===== config.mk =====
export PLATFORM = sky130hd
export DESIGN_NAME = alu_seq_flat
export DESIGN_NICKNAME = d
export VERILOG_FILES = /design/src/rtl/alu_seq_if.sv /design/src/rtl/alu_seq.sv /design/src/flat_wrapper.sv
export SDC_FILE = /design/constraint.sdc
export NUM_CORES = 1
export LEC_CHECK = 0
export BUFFER_PORTS_ARGS = -buffer_cell sky130_fd_sc_hd__buf_2
export CORE_MARGIN = 10
export CORE_UTILIZATION = 50
export DETAILED_ROUTE_END_ITERATION = 16
export HOLD_SLACK_MARGIN = 0.08
export PLACE_DENSITY = 0.82
export SETUP_SLACK_MARGIN = 0.15
export SYNTH_ARGS = -nofsm -noshare
export SYNTH_HDL_FRONTEND = slang
export SYNTH_SLANG_ARGS = --single-unit
export TNS_END_PERCENT = 10

===== constraint.sdc =====
create_clock -name clk -period 2.7 [get_ports clk]
set_input_delay 0.54 -clock clk [delete_from_list [all_inputs] [get_ports clk]]
set_output_delay 0.54 -clock clk [all_outputs]
set_load 0.01 [all_outputs]

===== src/rtl/alu_seq_if.sv =====
// alu_seq_if: request/result handshake bundle for alu_seq.
// master = requester (decode stage), slave = the ALU.
interface alu_seq_if #(
   parameter int unsigned WIDTH = 8
);
   logic             in_valid;
   logic             in_ready;
   logic [3:0]       alu_op;
   logic [WIDTH-1:0] alu_operand1;
   logic [WIDTH-1:0] alu_operand2;
   logic             out_valid;
   logic             out_ready;
   logic [WIDTH-1:0] alu_out;
   logic             flag_zero;
   logic             flag_carry;
   logic             flag_ovf;
   logic             flag_neg;
   logic             flag_div0;
   logic             flag_illegal;

   modport master (
      output in_valid, alu_op, alu_operand1, alu_operand2, out_ready,
      input  in_ready, out_valid, alu_out,
      input  flag_zero, flag_carry, flag_ovf, flag_neg, flag_div0, flag_illegal
   );

   modport slave (
      input  in_valid, alu_op, alu_operand1, alu_operand2, out_ready,
      output in_ready, out_valid, alu_out,
      output flag_zero, flag_carry, flag_ovf, flag_neg, flag_div0, flag_illegal
   );
endinterface


===== src/rtl/alu_seq.sv =====
// alu_seq: multi-cycle ALU with valid/ready handshake and status flags.
// Single-cycle ops: ADD, SUB, NOT, AND, OR, XOR. Unknown opcodes flag illegal.
// Define ALU_SEQ_MULDIV_EN to build the iterative MUL/DIV/MOD datapath;
// without it, opcodes 2-4 are illegal and the FSM is IDLE/DONE only.
module alu_seq #(
   parameter int unsigned WIDTH = 8
) (
   input logic      clk,
   input logic      rst_n,
   alu_seq_if.slave bus
);
   localparam int unsigned Msb = WIDTH - 1;

   localparam logic [3:0] OpAdd = 4'd0;
   localparam logic [3:0] OpSub = 4'd1;
   localparam logic [3:0] OpNot = 4'd5;
   localparam logic [3:0] OpAnd = 4'd6;
   localparam logic [3:0] OpOr  = 4'd7;
   localparam logic [3:0] OpXor = 4'd8;

`ifdef ALU_SEQ_MULDIV_EN
   localparam logic [3:0] OpMul = 4'd2;
   localparam logic [3:0] OpDiv = 4'd3;
   localparam logic [3:0] OpMod = 4'd4;
   localparam int unsigned CntW = $clog2(WIDTH);

   typedef enum logic [1:0] {StIdle, StBusy, StDone} state_e;
`else
   typedef enum logic {StIdle, StDone} state_e;
`endif

   state_e           state_q;
   logic             in_ready_q, out_valid_q;
   logic [WIDTH-1:0] res_q;
   logic             zero_q, carry_q, ovf_q, neg_q, div0_q, ill_q;

   logic [WIDTH-1:0] a, b;
   logic [WIDTH:0]   add_w, sub_w;
   logic [WIDTH-1:0] sc_res;
   logic             sc_carry, sc_ovf, sc_ill;

   assign a     = bus.alu_operand1;
   assign b     = bus.alu_operand2;
   assign add_w = {1'b0, a} + {1'b0, b};
   assign sub_w = {1'b0, a} - {1'b0, b};

   // Single-cycle result and flags, straight from the live operands.
   always_comb begin
      sc_res   = '0;
      sc_carry = 1'b0;
      sc_ovf   = 1'b0;
      sc_ill   = 1'b0;
      case (bus.alu_op)
         OpAdd: begin
            sc_res   = add_w[Msb:0];
            sc_carry = add_w[WIDTH];
            sc_ovf   = (a[Msb] == b[Msb]) && (add_w[Msb] != a[Msb]);
         end
         OpSub: begin
            sc_res   = sub_w[Msb:0];
            sc_carry = sub_w[WIDTH];  // borrow
            sc_ovf   = (a[Msb] != b[Msb]) && (sub_w[Msb] != a[Msb]);
         end
         OpNot:   sc_res = ~a;
         OpAnd:   sc_res = a & b;
         OpOr:    sc_res = a | b;
         OpXor:   sc_res = a ^ b;
         default: sc_ill = 1'b1;
      endcase
   end

`ifdef ALU_SEQ_MULDIV_EN
   // hi/lo: MUL = {partial product, remaining multiplier}; DIV/MOD = {remainder, quotient}.
   // opb holds the multiplicand (MUL) or divisor (DIV/MOD).
   logic [WIDTH-1:0] hi_q, lo_q, opb_q, hi_nx, lo_nx, it_res;
   logic [3:0]       op_q;
   logic [CntW-1:0]  cnt_q;
   logic [WIDTH:0]   mul_sum, div_sh, div_diff;
   logic             is_iter;

   assign is_iter = (bus.alu_op == OpMul) || (bus.alu_op == OpDiv) || (bus.alu_op == OpMod);

   // One shift-add or restoring-divide step. Divisor 0 never restores, giving
   // quotient all-ones and remainder A without any special casing.
   always_comb begin
      mul_sum  = {1'b0, hi_q} + (lo_q[0] ? {1'b0, opb_q} : '0);
      div_sh   = {hi_q, lo_q[Msb]};
      div_diff = div_sh - {1'b0, opb_q};
      if (op_q == OpMul) begin
         hi_nx = mul_sum[WIDTH:1];
         lo_nx = {mul_sum[0], lo_q[Msb:1]};
      end else if (!div_diff[WIDTH]) begin
         hi_nx = div_diff[Msb:0];
         lo_nx = {lo_q[Msb-1:0], 1'b1};
      end else begin
         hi_nx = {hi_q[Msb-1:0], lo_q[Msb]};
         lo_nx = {lo_q[Msb-1:0], 1'b0};
      end
      it_res = (op_q == OpMod) ? hi_nx : lo_nx;
   end
`endif

   // Control FSM; all outputs are registered here.
   always_ff @(posedge clk or negedge rst_n) begin
      if (!rst_n) begin
         state_q     <= StIdle;
         in_ready_q  <= 1'b1;
         out_valid_q <= 1'b0;
         res_q       <= '0;
         zero_q      <= 1'b0;
         carry_q     <= 1'b0;
         ovf_q       <= 1'b0;
         neg_q       <= 1'b0;
         div0_q      <= 1'b0;
         ill_q       <= 1'b0;
`ifdef ALU_SEQ_MULDIV_EN
         hi_q        <= '0;
         lo_q        <= '0;
         opb_q       <= '0;
         op_q        <= '0;
         cnt_q       <= '0;
`endif
      end else begin
         case (state_q)
            StIdle: begin
               if (bus.in_valid) begin
                  in_ready_q <= 1'b0;
`ifdef ALU_SEQ_MULDIV_EN
                  if (is_iter) begin
                     op_q    <= bus.alu_op;
                     opb_q   <= (bus.alu_op == OpMul) ? a : b;
                     lo_q    <= (bus.alu_op == OpMul) ? b : a;
                     hi_q    <= '0;
                     cnt_q   <= CntW'(WIDTH - 1);
                     state_q <= StBusy;
                  end else
`endif
                  begin
                     res_q       <= sc_res;
                     zero_q      <= (sc_res == '0);
                     neg_q       <= sc_res[Msb];
                     carry_q     <= sc_carry;
                     ovf_q       <= sc_ovf;
                     div0_q      <= 1'b0;
                     ill_q       <= sc_ill;
                     out_valid_q <= 1'b1;
                     state_q     <= StDone;
                  end
               end
            end
`ifdef ALU_SEQ_MULDIV_EN
            StBusy: begin
               hi_q <= hi_nx;
               lo_q <= lo_nx;
               if (cnt_q == '0) begin
                  res_q       <= it_res;
                  zero_q      <= (it_res == '0);
                  neg_q       <= it_res[Msb];
                  carry_q     <= (op_q == OpMul) && (hi_nx != '0);
                  ovf_q       <= 1'b0;
                  div0_q      <= (op_q != OpMul) && (opb_q == '0);
                  ill_q       <= 1'b0;
                  out_valid_q <= 1'b1;
                  state_q     <= StDone;
               end else begin
                  cnt_q <= cnt_q - 1'b1;
               end
            end
`endif
            StDone: begin
               if (bus.out_ready) begin
                  out_valid_q <= 1'b0;
                  in_ready_q  <= 1'b1;
                  state_q     <= StIdle;
               end
            end
            default: state_q <= StIdle;
         endcase
      end
   end

   assign bus.in_ready     = in_ready_q;
   assign bus.out_valid    = out_valid_q;
   assign bus.alu_out      = res_q;
   assign bus.flag_zero    = zero_q;
   assign bus.flag_carry   = carry_q;
   assign bus.flag_ovf     = ovf_q;
   assign bus.flag_neg     = neg_q;
   assign bus.flag_div0    = div0_q;
   assign bus.flag_illegal = ill_q;
endmodule

===== src/flat_wrapper.sv =====
// flat-port wrapper written by rule: the top's interface ports become plain ports
module alu_seq_flat 
#(
   parameter int unsigned WIDTH = 8
)
  (clk, rst_n, bus_in_valid, bus_alu_op, bus_alu_operand1, bus_alu_operand2, bus_out_ready, bus_in_ready, bus_out_valid, bus_alu_out, bus_flag_zero, bus_flag_carry, bus_flag_ovf, bus_flag_neg, bus_flag_div0, bus_flag_illegal);
  alu_seq_if #(.WIDTH(WIDTH)) bus_i ();
  input logic clk;
  input logic rst_n;
  input wire logic [$bits(bus_i.in_valid)-1:0] bus_in_valid;
  input wire logic [$bits(bus_i.alu_op)-1:0] bus_alu_op;
  input wire logic [$bits(bus_i.alu_operand1)-1:0] bus_alu_operand1;
  input wire logic [$bits(bus_i.alu_operand2)-1:0] bus_alu_operand2;
  input wire logic [$bits(bus_i.out_ready)-1:0] bus_out_ready;
  output wire logic [$bits(bus_i.in_ready)-1:0] bus_in_ready;
  output wire logic [$bits(bus_i.out_valid)-1:0] bus_out_valid;
  output wire logic [$bits(bus_i.alu_out)-1:0] bus_alu_out;
  output wire logic [$bits(bus_i.flag_zero)-1:0] bus_flag_zero;
  output wire logic [$bits(bus_i.flag_carry)-1:0] bus_flag_carry;
  output wire logic [$bits(bus_i.flag_ovf)-1:0] bus_flag_ovf;
  output wire logic [$bits(bus_i.flag_neg)-1:0] bus_flag_neg;
  output wire logic [$bits(bus_i.flag_div0)-1:0] bus_flag_div0;
  output wire logic [$bits(bus_i.flag_illegal)-1:0] bus_flag_illegal;
  assign bus_i.in_valid = bus_in_valid;
  assign bus_i.alu_op = bus_alu_op;
  assign bus_i.alu_operand1 = bus_alu_operand1;
  assign bus_i.alu_operand2 = bus_alu_operand2;
  assign bus_i.out_ready = bus_out_ready;
  assign bus_in_ready = bus_i.in_ready;
  assign bus_out_valid = bus_i.out_valid;
  assign bus_alu_out = bus_i.alu_out;
  assign bus_flag_zero = bus_i.flag_zero;
  assign bus_flag_carry = bus_i.flag_carry;
  assign bus_flag_ovf = bus_i.flag_ovf;
  assign bus_flag_neg = bus_i.flag_neg;
  assign bus_flag_div0 = bus_i.flag_div0;
  assign bus_flag_illegal = bus_i.flag_illegal;
  alu_seq #(.WIDTH(WIDTH)) u_core (.clk(clk), .rst_n(rst_n), .bus(bus_i));
endmodule

# After elaboration in Yosys (flattened, before gate mapping)
# Cells that the tools add are included.
[word_totals]
register_bits = 16
out_inout_bits = 16
[classes]
reduce_logical = 7
n_eq_ne = 11
muxes = 13
bitwise = 5
add_sub_neg = 2
[ops]
columns = ["op", "count"]
rows = [
  ["case mux 8 bit (6 select lines)", 1],
  ["== test 4 x 3 -> 1 bit, second input constant", 3],
  ["case mux 1 bit (2 select lines)", 5],
  ["adder 8 x 8 -> 9 bit", 1],
  ["subtractor 8 x 8 -> 9 bit", 1],
  ["bitwise AND 8 bit", 1],
  ["zero test 8 bit", 1],
  ["NOT 8 bit", 1],
  ["OR 8 bit", 1],
  ["bitwise XOR 8 bit", 1],
  ["2-to-1 mux 1 bit", 7],
  ["OR reduction 6 bit", 1],
  ["== test 4 x 1 -> 1 bit, second input constant", 1],
  ["== test 4 bit, second input constant", 1],
  ["zero test 4 bit", 1],
  ["!= test 2 bit, second input constant", 2],
  ["AND reduction 2 bit", 2],
  ["!= test 1 bit", 3],
  ["logical AND 1 bit", 2],
  ["== test 1 bit", 1],
  ["NOT 1 bit", 1],
]

# Longest topological paths before layout
# Gate-level depths: netlist of the first run.
[logic_depth]
word_depth = 4
mapped_depth = 9
mapped_depth_nobuf = 9

# Worst setup path after synthesis of the first run
# Ideal clock, no wire load.
[synth_path]
path_type = "input -> register"
from = "input port bus_alu_operand2[2]"
to = "register u_core.res_q[7] (netlist: u_core.bus.alu_out[7])"
arrival_time_ns = 2.241
path_stages = 9
path_slack_ns = 0.331
cell_sequence = "inv_1 ha_1 buf_2 nor2_1 o31ai_2 a311oi_1 o211ai_1 o221a_2 mux2_1"
[synth_between]
elab_chain_len = 2
[synth_rtl]
columns = ["element", "line", "rtl"]
rows = [
  ["start: declaration", "flat_wrapper.sv:13", "input wire logic [$bits(bus_i.alu_operand2)-1:0] bus_alu_operand2;"],
  ["subtractor 8 x 8 -> 9 bit or adder 8 x 8 -> 9 bit (tied branches)", "alu_seq.sv:45, alu_seq.sv:44", ""],
  ["case mux 8 bit (6 select lines) (*)", "alu_seq.sv:53", "case (bus.alu_op)"],
  ["end signal: assignment", "alu_seq.sv:139", "res_q <= sc_res;"],
  ["end: declaration", "alu_seq.sv:34", "logic [WIDTH-1:0] res_q;"],
]
# Every way passes the cells marked *; elsewhere a longest branch is shown, timed or not.
# A chain may end at the register's enable or synchronous reset.

# Final worst setup path of the first run
[layout_path]
from = "input port bus_alu_operand2[1]"
to = "register u_core.ovf_q (netlist: u_core.bus.flag_ovf)"
[layout_between]
elab_chain_len = 4
[layout_rtl]
columns = ["element", "line", "rtl"]
rows = [
  ["subtractor 8 x 8 -> 9 bit or adder 8 x 8 -> 9 bit (tied branches)", "alu_seq.sv:45, alu_seq.sv:44", ""],
  ["!= test 1 bit (on tied branches)", "alu_seq.sv:62, alu_seq.sv:57", ""],
  ["logical AND 1 bit (on tied branches)", "alu_seq.sv:62, alu_seq.sv:57", ""],
  ["case mux 1 bit (2 select lines) (*)", "alu_seq.sv:53", ""],
  ["end signal: assignment", "alu_seq.sv:143", "ovf_q <= sc_ovf;"],
  ["end: declaration", "alu_seq.sv:35", "logic zero_q, carry_q, ovf_q, neg_q, div0_q, ill_q;"],
]
# Marked as above.

==> reports/results.tsv, run 1 <==
metric	value	unit
relSlewSlack	64.1	%
drive_above_1_share	25.4	%
arrival	2610	ps
netlist_instances	250	
fp.dieH	83.4	um
wl_met2	2460	um
worst_hold_path_type	primary input to async pin	
mostFrequentLayoutCells	buf_2 (38), inv_1 (27), ha_1 (24)	
status	finished, final reports clean	
cp-end-kind	flop	
cts_max_path_buffers	2	
cts_made_buffers	3	
final_antenna_net_count	0	
p_int	0.000568	W
critical_path_buf_inv_count	2	
diodes	0	
grt_setup_unrepaired	true	
wl_met1	2510	um
root_buffer	clkbuf_8	
fin_crit	2440	ps
drc	0	
ys_warn_count	0	
setup_violations	0	
mostFrequentLayoutCell	buf_2	
grt_pass1_vias	2069	
synth_seq_cells	15	
crit_family	compound AO/OA/AOI/OAI gates	
path_cells	buf_2, inv_1, ha_1, a211oi_2, o31ai_2, a311oi_2, or3_1, a211o_1, a31oi_1	
netlist_area	2010	sq um
ys_top_cells_by_area	dfrtp_1 (17%), ha_1 (16%), inv_1 (5.0%)	
synth_top_area_share	17.4	%
fill_cells	339	
multi_input_area	1460	sq um
fp.dieW	83.4	um
finalHoldViolCount	0	
avgViaCountPerCell	6.14	
clk_pin_slew	60	ps
combPwrFrac	48.1	%
drt_iter0_drc	220	
num-nets-final	343	
tightest_slew	530	ps
grt_first_pass_wirelength	9540	um
gr-usage-all-layers	15.6	%
worstSetupPathType	primary input to flop	
routedWlPerCell	16.8	um
drv_cap	0	
place_hpwl	4610	um
synth_edf_count	0	
grt-ovfl-total	0	
num_rows	22	
synthFlopType	dfrtp_1	
place.gp.congestion	0.942	
cp_data_required_time	2870	ps
coreArea	3770	sq um
critPathMaxStageDelay	370	ps
cts.htree.levels	1	
grt_max_degree	26	
synth_cell_types	63	
period_share	90.2	%
crit_path_max_fanout	4	
setup_slack	264	ps
area_growth_syn_to_layout	16.7	%
p_sw	0.000362	W
cts_tree	built	
fmax	410	MHz
tns	0	ps
crit_path_top_delay_cell	o31ai_2	
cts_sinks	15	
synth_area_per_cell	8.04	sq um
dr_wl_met3	558	um
ys_seq_area_share	18.7	%
yosys.area.top_type	dfrtp_1	
num_vias	2083	
vdd_drop_max	0.000132	V
antenna_found_initial	0	
dp_slack	-24.2	ps
wl	5680	um
pwr-share-clk	19.1	%
start_util	53.3	%
p_per_area	397	nW/um^2
io_buffers	38	
p_leak	1.11	nW
first_pass_iters	4	
seqCellArea	377	sq um
ys_async_sr_fraction	100	%
switching_share	39.0	%
die_area	6950	sq um
worstSetupStartpointType	primary input	
fin_skew	2.89	ps
syn-num-nets	301	
ios	40	
top_layer	met4	
maxSlewViolCount	0	
seqPwrFrac	32.7	%
worstSkewPairLatency	250	ps
cell usage after synthesis (all sizes together), types with 3 or more instances:
library cell	n
nor2b	6
a21oi	14
o31ai	5
o22ai	3
nor3	8
nand2b	3
nor2	17
inv	28
ha	25
buf	13
a211oi	5
nand3	4
nor4b	4
o21bai	3
o21ai	18
o221ai	3
a221oi	4
clkbuf	3
a32oi	3
dfrtp	14
a31oi	4
mux2	4
nor4	3
o21a	3
o211ai	3
nand2	15
routing by layer:
metal	vias to the layer above	GRT usage [%]
met3	17	3.13
met4	0	7.54
met2	123	24.4
met1	947	19.8
li1	996	-
met5	-	0
sequential cells by signal, indices dropped and copies added (netlist names):
name / count
u_core.bus.alu_out: 8
u_core.bus.flag_carry: 1
u_core.bus.flag_illegal: 1
u_core.bus.flag_ovf: 1
u_core.bus.flag_zero: 1
u_core.bus.in_ready: 1
u_core.bus.out_valid: 1
u_core.state_q: 1
through the flow:
stage               instances  instance area, sq um  util [%]  hold slack [ps]  power, W
floorplan                 250                  2010         -              244  0.000587
global placement          335                  2280      60.6              453  0.000730
detailed placement        335                  2280      60.6              458  0.000745
CTS                       339                  2330      61.7              187  0.000928
global route              339                  2340      62.2              206   0.00100
finish                    339                  2340      62.2              178  0.000930
layout make-up:
cell class | count | area share, %
inverter | 28 | 4.48
sequential | 15 | 16.1
multi-input combinational | 191 | 62.1
tap | 48 | 2.56
timing repair buffer | 53 | 12.9
clock buffer | 4 | 1.92
cells by family after synthesis:
logic type / count (synthesis) / synth area share [%]
compound gates: 82 / 30.0
xor+xnor: 2 / 0.872
fa+ha+maj: 27 / 17.6
buf+inv: 44 / 9.65
flops: 15 / 18.7
mux: 6 / 3.24
other cells: 1 / 0.187
simple gates: 73 / 19.8
path summary, 6_finish.rpt:
kind | to | cells after the start | from | slack (ps)
max in group asynchronous | u_core.bus.in_ready | 1 | rst_n | 2230
hold reg to reg | u_core.bus.flag_illegal | 2 | u_core.bus.flag_illegal | 480
min in group clk | u_core.bus.flag_illegal | 2 | u_core.bus.flag_illegal | 480
setup reg to reg | u_core.bus.flag_zero | 6 | u_core.state_q | 1100
hold / removal | u_core.bus.out_valid | 1 | rst_n | 180
setup / recovery | u_core.bus.flag_ovf | 9 | bus_alu_operand2[1] | 260
timing repair:
action                                  CTS  global route
resized for setup                         0             4
setup buffers                             0             0
endpoints found under the setup margin    0             3
hold endpoints to repair                  0             0
hold buffers                              0             0
power groups by stage:
stage | registers [W] | clock network [W] | logic, W
after floorplan | 0.000331 | 0 | 0.000256
after global placement | 0.000306 | 0 | 0.000424
after detailed placement | 0.000308 | 0 | 0.000436
after CTS | 0.000305 | 0.000185 | 0.000438
after global routing | 0.000313 | 0.000194 | 0.000493
final | 0.000305 | 0.000178 | 0.000448
(Power assumes the default switching activity.)
==> run 2, diff against run 1 <==
Settings changed: CELL_PAD_IN_SITES_DETAIL_PLACEMENT set to 1, CELL_PAD_IN_SITES_GLOBAL_PLACEMENT set to 1, CORE_UTILIZATION 50 to 44, CTS_BUF_LIST set to sky130_fd_sc_hd__clkbuf_8 sky130_fd_sc_hd__clkbuf_16, PLACE_DENSITY 0.82 to 0.94.
==> run 2 against run 1 <==
  * Count of clock-buffer cells in the layout down 1
  * Largest cell class unchanged
  * Largest power group unchanged
  * Wire length increased by 24%
  * Flip-flop and latch count unchanged
  * Critical path type unchanged
  * Die area grew 10%
  * Critical path depth increased by 2
==> reports/results.tsv, run 2 (synthesized netlist as in run 1, its figures left out) <==
metric	value	unit
status	finished, final reports clean	
crit_path_top_delay_cell	fa_2	
grt_setup_unrepaired	false	
cts_made_buffers	3	
cts.htree.levels	1	
period_share	91.6	%
p_leak	1.14	nW
cts_tree	built	
diodes	0	
place.gp.congestion	0.975	
io_buffers	38	
critPathMaxStageDelay	360	ps
wl_met1	3010	um
total_power	0.000972	W
cts_max_path_buffers	2	
avgViaCountPerCell	6.26	
fp.dieW	87.6	um
cts_sinks	15	
tightest_slew	622	ps
mostFrequentLayoutCells	buf_2 (38), inv_1 (28), ha_1 (22)	
tns	0	ps
worst_hold_path_type	primary input to async pin	
setup_violations	0	
root_buffer	clkbuf_8	
p_per_area	400	nW/um^2
vdd_drop_max	0.000141	V
largest_reg_flops	8	
dr_wl_met3	521	um
drt_iter0_drc	214	
worstSetupStartpointType	primary input	
num_rows	24	
drv_cap	0	
coreArea	4380	sq um
fp.dieH	87.6	um
grt-ovfl-total	0	
grt_max_degree	17	
drive_above_1_share	29.1	%
area_growth_syn_to_layout	21.0	%
grt_pass1_vias	2201	
antenna_found_initial	0	
critical_path_buf_inv_count	3	
cp_data_required_time	2830	ps
ctsHoldBuffers	0	
wl_met2	3450	um
crit_top_cell	o21bai_1	
hold-worst-slack	179	ps
final_antenna_net_count	0	
routedWlPerCell	20.3	um
crit_path_max_fanout	3	
fmax	404	MHz
maxSlewViolCount	0	
ios	40	
fin_cells	348	
crit_family	compound AO/OA/AOI/OAI gates	
num_vias	2178	
top_layer	met4	
num-nets-final	348	
place_hpwl	5460	um
grt_first_pass_wirelength	10900	um
crit_start	bus_alu_operand1[0]	
mostFrequentLayoutCell	buf_2	
worstSkewPairLatency	250	ps
arrival	2610	ps
clk_pin_slew	60	ps
r2r-start	u_core.state_q	
fill_cells	576	
first_pass_iters	4	
start_util	45.8	%
gr-usage-all-layers	17.1	%
fin_skew	0.774	ps
finalHoldViolCount	0	
path_cells	buf_2, inv_1, ha_2, fa_2, o21bai_1, a21oi_2, buf_4, o21bai_1, o211a_1, o21ai_0, mux2_2	
wl	7050	um
relSlewSlack	58.5	%
fin_crit	2470	ps
die_area	7670	sq um
dp.cells	342	
drc	0	
worstSetupPathType	primary input to flop	
cp-end-kind	flop	
-- run 2: routing by layer --
layer  vias up  GRT usage [%]
li1       1007              -
met5         -              0
met1      1081           21.7
met3         9           2.88
met4         0           6.09
met2        81           28.5
-- run 2: area by class of cell --
class | instances | area, sq um | area share [%]
clock buffer | 3 | 41.3 | 1.70
clock inverter | 1 | 3.75 | 0.154
inverter | 28 | 105 | 4.32
multi-input combinational | 191 | 1500 | 61.7
sequential | 15 | 377 | 15.5
tap | 52 | 65.1 | 2.68
timing repair buffer | 58 | 340 | 14.0
-- run 2: report_power, final --
group | leakage, nW | internal (W) | total [W] | switching, W
Clock | 0.0269 | 0.000101 | 0.000176 | 0.0000750
Sequential | 0.185 | 0.000277 | 0.000308 | 0.0000305
Combinational | 0.932 | 0.000201 | 0.000489 | 0.000287
Total | 1.14 | 0.000579 | 0.000972 | 0.000393
-- run 2: path summary, 6_finish.rpt --
path / endpoint / cells after the start / slack (ps)
min in group clk: u_core.bus.flag_illegal / 2 / 490
max in group asynchronous: u_core.bus.in_ready / 1 / 2230
setup reg to reg: u_core.bus.flag_zero / 6 / 900
setup / recovery: u_core.bus.alu_out[6] / 11 / 230
hold / removal: u_core.bus.flag_ovf / 1 / 180
hold reg to reg: u_core.bus.flag_illegal / 2 / 490
-- run 2: worst register-to-register path: cells and delay by family, from the launching register on --
kind / cells / cell delay [ps]
AOI/OAI and AO/OA: 2 / 610
buffers and inverters: 1 / 80
DFF: 1 / 410
and+or+nand+nor: 3 / 590
-- run 2: repair_timing --
action / in CTS / in global routing
buffers inserted: 0 / 2
resized for setup: 0 / 13
setup endpoints to repair: 0 / 3
-- run 2: stage by stage --
step	worst slack (ps)	area, sq um	utilization (%)
detailed placement	-56.8	2310	52.7
finish	226	2430	55.5
floorplan	331	2010	-
global placement	50.3	2310	52.7
CTS	203	2360	53.7
global route	135	2430	55.5
